File: src/rtl/seq_detector_pkg.sv
// Shared types and helpers for the parametrised serial sequence detector.
package seq_detector_pkg;

  typedef enum logic [1:0] {
    DISABLED = 2'd0,
    FILLING  = 2'd1,
    ARMED    = 2'd2
  } state_t;

  // Low `len` bits set; callers cast the result down to their own width (<= 32).
  function automatic logic [31:0] len_mask(input int unsigned len);
    if (len >= 32) begin
      return '1;
    end
    return (32'd1 << len) - 32'd1;
  endfunction

endpackage

File: src/rtl/sat_counter.sv
// Up-counter that sticks at all ones instead of wrapping.
module sat_counter #(
  parameter int WIDTH = 16
) (
  input  logic             clk,
  input  logic             rst_n,
  input  logic             inc,
  output logic [WIDTH-1:0] count
);

  logic [WIDTH-1:0] count_reg;

  always_ff @(posedge clk or negedge rst_n) begin
    if (!rst_n) begin
      count_reg <= '0;
    end else if (inc && (count_reg != '1)) begin
      count_reg <= count_reg + WIDTH'(1);
    end
  end

  assign count = count_reg;

endmodule

File: src/rtl/seq_detector_param.sv
// Serial detector: compares the newest len bits of the input stream against a
// programmable pattern, pulses match one cycle later and counts matches.
module seq_detector_param
  import seq_detector_pkg::*;
#(
  parameter int                   MAX_LEN     = 8,
  parameter int                   CNT_WIDTH   = 16,
  parameter logic [MAX_LEN-1:0]   RST_PATTERN = {{(MAX_LEN-1){1'b0}}, 1'b1},
  parameter int                   RST_LEN     = 2,
  parameter logic                 RST_OVERLAP = 1'b1
) (
  input  logic                     clk,
  input  logic                     rst_n,
  input  logic                     cfg_load,
  input  logic [MAX_LEN-1:0]       cfg_pattern,
  input  logic [$clog2(MAX_LEN):0] cfg_len,
  input  logic                     cfg_overlap,
  input  logic                     in_valid,
  input  logic                     in_bit,
  output logic                     match,
  output logic [CNT_WIDTH-1:0]     match_count,
  output logic                     armed
);

  localparam int               LEN_W     = $clog2(MAX_LEN) + 1;
  localparam logic [LEN_W-1:0] MAX_LEN_L = LEN_W'(MAX_LEN);

  // The oldest history bit is never compared again, so only MAX_LEN-1 bits are stored.
  logic [MAX_LEN-2:0] hist_reg, hist_next;
  logic [LEN_W-1:0]   fill_reg, fill_next;
  logic [MAX_LEN-1:0] pat_reg, pat_next;
  logic [LEN_W-1:0]   len_reg, len_next;
  logic               ovl_reg, ovl_next;
  logic               match_reg, match_next;
  state_t             state_reg, state_next;

  logic [MAX_LEN-1:0] hist_shift;
  logic [MAX_LEN-1:0] mask;
  logic [LEN_W:0]     fill_plus;
  logic [LEN_W-1:0]   cfg_len_clamped;
  logic               hit;
  logic               count_inc;

  always_ff @(posedge clk or negedge rst_n) begin
    if (!rst_n) begin
      hist_reg  <= '0;
      fill_reg  <= '0;
      pat_reg   <= RST_PATTERN;
      len_reg   <= LEN_W'(RST_LEN);
      ovl_reg   <= RST_OVERLAP;
      match_reg <= 1'b0;
      state_reg <= (RST_LEN == 0) ? DISABLED : FILLING;
    end else begin
      hist_reg  <= hist_next;
      fill_reg  <= fill_next;
      pat_reg   <= pat_next;
      len_reg   <= len_next;
      ovl_reg   <= ovl_next;
      match_reg <= match_next;
      state_reg <= state_next;
    end
  end

  always_comb begin
    hist_next  = hist_reg;
    fill_next  = fill_reg;
    pat_next   = pat_reg;
    len_next   = len_reg;
    ovl_next   = ovl_reg;
    match_next = 1'b0;
    state_next = state_reg;
    count_inc  = 1'b0;

    hist_shift      = {hist_reg, in_bit};
    fill_plus       = {1'b0, fill_reg} + (LEN_W + 1)'(1);
    mask            = MAX_LEN'(len_mask(32'(len_reg)));
    cfg_len_clamped = (cfg_len > MAX_LEN_L) ? MAX_LEN_L : cfg_len;
    // Judged on the history as it will be after this beat is shifted in.
    hit = (len_reg != '0) && (fill_plus >= {1'b0, len_reg}) &&
          (((hist_shift ^ pat_reg) & mask) == '0);

    if (cfg_load) begin
      // Reconfiguration wins over data: a beat presented alongside it is dropped.
      pat_next   = cfg_pattern;
      len_next   = cfg_len_clamped;
      ovl_next   = cfg_overlap;
      hist_next  = '0;
      fill_next  = '0;
      state_next = (cfg_len_clamped == '0) ? DISABLED : FILLING;
    end else if (in_valid) begin
      hist_next  = hist_shift[MAX_LEN-2:0];
      fill_next  = (fill_reg == MAX_LEN_L) ? fill_reg : fill_plus[LEN_W-1:0];
      match_next = hit;
      count_inc  = hit;
      if (hit && !ovl_reg) begin
        fill_next = '0;
      end
      if (len_reg == '0) begin
        state_next = DISABLED;
      end else if (fill_next >= len_reg) begin
        state_next = ARMED;
      end else begin
        state_next = FILLING;
      end
    end
  end

  sat_counter #(
    .WIDTH (CNT_WIDTH)
  ) u_match_counter (
    .clk   (clk),
    .rst_n (rst_n),
    .inc   (count_inc),
    .count (match_count)
  );

  assign match = match_reg;
  assign armed = (state_reg == ARMED);

endmodule

File: config.mk
export PLATFORM = sky130hd
export DESIGN_NAME = seq_detector_param
export DESIGN_NICKNAME = d
export VERILOG_FILES = /design/src/rtl/seq_detector_pkg.sv /design/src/rtl/sat_counter.sv /design/src/rtl/seq_detector_param.sv
export SDC_FILE = /design/constraint.sdc
export NUM_CORES = 1
export LEC_CHECK = 0
export ABC_AREA = 1
export CAP_MARGIN = 20
export CORE_ASPECT_RATIO = 1.2
export CORE_MARGIN = 10
export CORE_UTILIZATION = 35
export CTS_BUF_LIST = sky130_fd_sc_hd__clkbuf_4 sky130_fd_sc_hd__clkbuf_8 sky130_fd_sc_hd__clkbuf_16
export CTS_CLUSTER_SIZE = 24
export DETAILED_ROUTE_END_ITERATION = 8
export GPL_TIMING_DRIVEN = 0
export PLACE_DENSITY = 0.66
export SYNTH_ARGS = -nofsm -noshare
export SYNTH_HDL_FRONTEND = slang
export SYNTH_SLANG_ARGS = --single-unit
File: constraint.sdc
create_clock -name clk -period 3 [get_ports clk]
set_input_delay 0.3 -clock clk [delete_from_list [all_inputs] [get_ports clk]]
set_output_delay 0.3 -clock clk [all_outputs]
set_load 0.01 [all_outputs]
; ---- Yosys cells after proc, flatten, opt, wreduce, memory -nomap -nowiden
; Index checks and enable logic that the tools add are counted.
[word_totals]
wordCells = 46
reg_bits = 43
in_bits = 18
output_inout_bits = 18
[op_classes]
add_sub_neg = 3
magnitude_cmp = 3
shift = 1
reduce_logical = 10
n_eq_ne = 3
n_bitwise = 2
muxes = 16
[ops]
columns = op, n
row1 = 2-to-1 mux 4 bit, 7
row2 = "adder 16 x 1 -> 16 bit, second input constant", 1
row3 = "inequality test 16 bit, second input constant", 1
row4 = 2-to-1 mux 7 bit, 2
row5 = bitwise AND 8 bit, 1
row6 = logical NOT 4 bit, 2
row7 = logical NOT 8 bit, 1
row8 = 2-to-1 mux 2 bit, 4
row9 = "<< shifter 1 x 4 -> 8 bit, first input constant", 1
row10 = "subtractor 8 x 1 -> 8 bit, second input constant", 1
row11 = bitwise XOR 8 bit, 1
row12 = "adder 4 x 1 -> 5 bit, second input constant", 1
row13 = >= comparator 5 x 4 -> 1 bit, 1
row14 = "== test 4 bit, second input constant", 1
row15 = >= comparator 4 bit, 1
row16 = "greater-than comparator 4 bit, second input constant", 1
row17 = logical AND 1 bit, 4
row18 = nonzero test 4 bit, 1
row19 = 2-to-1 mux 1 bit, 3
row20 = "== test 2 bit, second input constant", 1
row21 = nonzero test 2 bit, 1
row22 = logical NOT 1 bit, 1

; ---- Depth between registers and ports, before layout
[depth]
word_depth = 14
mapped_depth = 19
ltp_nobuf = 19

; ---- Modules after synthesis
; Synthesis repeated with hierarchy kept, for this count alone.
[hier_totals]
cells_unflattened = 374
hier_area_um2 = 2776.4
[by_module_without_submodules]
columns = mod, instances, area_per_inst_um2, seq_area_each_um2, cells_each
row1 = seq_detector_param, 1, 1717.9, 680.7, 225
row2 = sat_counter, 1, 1058.5, 400.4, 149

; ---- Worst setup path before layout
; OpenSTA, ideal clock, no wires.
[synth_timing]
kind = register to register
from = reg fill_reg[0]
to = reg state_reg[0]
path_stages_with_launch = 18
arrival_time_ns = 2.594
required_ns = 2.938
setup_ns = 0.062
path_slack_ns = 0.345
path_cell_list = dfrtp_1 ha_1 xor2_1 ha_1 nand2_1 inv_1 nand4_1 nand4_1 nand4_1 nand2_1 inv_1 ha_1 inv_1 nor2_1 o211ai_1 nand3_1 nor2_1 o32a_1
[synth_via]
elab_chain_len = 13
word_cells_on_any_way = 15
classes_between = 1 x add/sub / 2 x order compare / 1 x eq/ne / 8 x mux / 3 x reduce/logical
[synth_lines]
columns = item, line
row1 = start: declaration, seq_detector_param.sv:30  ; logic [LEN_W-1:0] fill_reg, fill_next;
row2 = start signal: assignment, seq_detector_param.sv:55  ; fill_reg <= fill_next;
row3 = adder 4 x 1 -> 5 bit, seq_detector_param.sv:75  ; fill_plus = {1'b0, fill_reg} + (LEN_W + 1)'(1);
row4 = >= comparator 5 x 4 -> 1 bit, seq_detector_param.sv:79  ; hit = (len_reg != '0) && (fill_plus >= {1'b0, len_reg}) &&
row5 = logical AND 1 bit (2 in series), seq_detector_param.sv:79
row6 = logical AND 1 bit, seq_detector_param.sv:95  ; if (hit && !ovl_reg) begin
row7 = 2-to-1 mux 4 bit *, seq_detector_param.sv:95
row8 = 2-to-1 mux 4 bit *, seq_detector_param.sv:90  ; end else if (in_valid) begin
row9 = 2-to-1 mux 4 bit *, seq_detector_param.sv:82  ; if (cfg_load) begin
row10 = >= comparator 4 bit *, seq_detector_param.sv:100  ; end else if (fill_next >= len_reg) begin
row11 = 2-to-1 mux 2 bit *, seq_detector_param.sv:100
row12 = 2-to-1 mux 2 bit *, seq_detector_param.sv:98  ; if (len_reg == '0) begin
row13 = 2-to-1 mux 2 bit *, seq_detector_param.sv:90
row14 = 2-to-1 mux 2 bit *, seq_detector_param.sv:82
row15 = end signal: assignment, seq_detector_param.sv:52  ; state_reg <= (RST_LEN == 0) ? DISABLED : FILLING;
row16 = end signal: assignment, seq_detector_param.sv:60  ; state_reg <= state_next;
row17 = end: declaration, seq_detector_param.sv:35  ; state_t state_reg, state_next;
; Every way passes the cells marked *; elsewhere a longest branch is shown, timed or not. The select of a mux whose other input is x is not followed.
; A chain may end at the register's enable or synchronous reset.

; ---- Final worst setup path
[layout_timing]
from = reg fill_reg[1]
to = reg state_reg[0]
; Same word-level chain as after synthesis.

==> flow_summary.toml <==
[timing]
worstMarginPinSlew_ps = 500
fmax_mhz = 363
slew_headroom_pct = 66.7
fin_skew_ps = 10.5
timing.hold.ws_ps = 448
hold_viol = 0
fin_ws_ps = 244
finalMaxSlewViolations = 0
period_needed_ps = 2760
finalCritPeriodShare_pct = 91.9
setup_viol_count_final = 0

[logic_synthesis]
yosys_register_bits = 43
syn_inst = 350
syn_area_um2 = 2680
ys_warn_count = 0
ys_seq_area_share_pct = 40.3
syn_area_per_cell_um2 = 7.67
syn_nets = 380
synth_cell_type_count = 32

[clock_network]
cts_buffer_depth = 2
cts_buffers = 5
clk_latency_ps = 290
cts.clk_slew.worst_paths_ps = 90
h-tree-depth = 2
cts.sinks = 43
cts_root_buf = "clkbuf_8"
cts_tree = "built"

[finish]
mostFrequentLayoutCells = "nand2_1 (101), inv_1 (47), nand3_1 (39), dfrtp_1 (37), clkdlybuf4s50_1 (34)"
largest_reg_flops = 16
area_delta_synth_final_pct = 24.4
layout.nets = 432
fillers = 737
drive_gt1_share_pct = 10.7
regArea_um2 = 1080
multiInputGateArea_um2 = 1380
n_antenna_cell = 0
final_common_cell = "nand2_1"

[grt]
grt_max_degree = 29
grt_pass1_wl_um = 11200
globalRouteTotalUtil_pct = 11.6
first_global_vias = 2510
gr-total-overflow = 0
antenna_found_initial = 0

[worst_hold_path]
hold_class = "in -> async"

[floorplan]
placeableCoreArea_um2 = 7360
start_util_pct = 36.5
design.die.area_um2 = 11600
dieWidth_um = 99.9
ios = 36
die_y_um = 116
rows = 34

[detailed_routing]
via_per_inst = 4.94
vias = 2433
post_drt_wl_per_cell_um = 13.1
routed_wl_um = 6430
final_antenna_net_count = 0
drcViolationCount = 0
first_pass_iters = 4
drt_iter0_markers = 189

[setup_path]
cp.required_ps = 3240
reg2reg_from = "fill_reg[1]"
path_max_fanout = 5
crit_path_start = "fill_reg[1]"
r2r_cells = 18
cp.arrival_ps = 3000
end_kind = "flop"
cp-start-kind = "flop"
path_class = "reg -> reg"

[job]
maxCapViolations = 0

[placement]
place_congestion = 0.922
dpl_worst_slack_ps = -43.4
hpwl_um = 4880
io_buffers = 35

[power]
cellPowerDensity_nw_per_um2 = 380
leakagePower_uw = 0.00161
ir_worst_vdd_mv = 0.288

[status]
status = "completed"
final timing paths:
kind | end | slack [ps]
max reg2reg | state_reg[0] | 240
min in group clk | pat_reg[0] | 500
min | pat_reg[3] | 450
min reg2reg | pat_reg[0] | 500
max | state_reg[0] | 240
max in group asynchronous | state_reg[0] | 2000
stage by stage:
step | TNS, ps | total power (µW) | instances | area (µm²) | utilization (%)
global route | -11.4 | 1350 | 493 | 3340 | 45.4
finish | 0 | 1270 | 493 | 3340 | 45.4
global placement | -10.5 | 878 | 475 | 3150 | 42.8
floorplan | 0 | 792 | 350 | 2680 | -
CTS | 0 | 1270 | 487 | 3280 | 44.5
detailed placement | -82.3 | 888 | 476 | 3160 | 43.0
timing repair:
action | in CTS | in global routing
setup buffers | 2 | 6
hold buffers | 1 | 0
gates cloned | 0 | 0
hold endpoints to repair | 13 | 0
setup endpoints to repair | 2 | 2
resized for setup | 0 | 7
pin swaps | 1 | 2
synthesized netlist by cell type:
cell,instances,area share [%]
nand2_1,101,14
inv_1,48,6.7
dfrtp_1,39,36
nand3_1,39,7.3
nor2_1,20,2.8
o21ai_0,15,2.8
xor2_1,14,4.6
ha_1,12,5.6
nand4_1,9,2.1
o22ai_1,7,1.6
nor3_1,6,1.1
xnor2_1,6,2.0
a21oi_1,5,0.93
dfstp_2,4,3.9
clkbuf_1,3,0.42
nor2_2,3,0.70
nor2_4,3,1.3
buf_6,2,0.84
and2_1,1,0.23
buf_2,1,0.19
buf_8,1,0.56
clkinv_1,1,0.14
mux2i_1,1,0.37
nand2_2,1,0.23
nand3_2,1,0.37
nand3b_1,1,0.28
nand4_4,1,0.79
nor3_4,1,0.61
nor4_1,1,0.23
o211ai_1,1,0.28
o32a_1,1,0.37
or3_1,1,0.23
area by class of cell:
type	instances	share of cell area, %
Multi-Input combinational cell	251	41.4
Sequential cell	43	32.4
Clock buffer	6	2.29
Inverter	49	5.51
Tap cell	90	3.37
Timing Repair Buffer	45	13.0
Clock inverter	2	0.375
Buffer	7	1.61
critical path: stages (launching register included):
cell and delay, ps:
dfrtp_1 420, ha_2 210, xor2_2 160, ha_1 330
nand2_1 60, inv_1 50, nand4_1 80, nand4_1 170
nand4_1 110, buf_4 160, nand2_1 60, inv_1 40
ha_1 280, inv_1 60, nor2_1 30, o211ai_1 140
nand3_1 110, nor2_1 110, o32a_1 140
power by group:
group | total (µW) | leakage, µW | switching (µW) | internal (µW)
clock | 376 | 0.0000446 | 204 | 172
combinational | 255 | 0.00100 | 142 | 113
sequential | 639 | 0.000564 | 27.9 | 611
cells by family (layout without fill, tap and decap cells):
kind of cell | after synthesis | count (layout) | synth area share (%)
AO/OA/AOI/OAI | 29 | 29 | 6.01
XOR/XNOR | 20 | 20 | 6.53
AND/OR/NAND/NOR | 189 | 189 | 32.4
buffers and inverters | 56 | 109 | 8.86
multiplexers | 1 | 1 | 0.373
flip-flops | 43 | 43 | 40.3
adder cells (fa/ha/maj) | 12 | 12 | 5.59
routing by layer:
metal,GRT usage (%),vias up,share of wire [%]
li1,-,1230,-
met1,13.8,1139,46
met2,19.8,52,47
met3,3.28,12,5.8
met4,3.83,0,1.6
met5,0,-,0
Note: power is estimated with default switching activity, not from simulation.
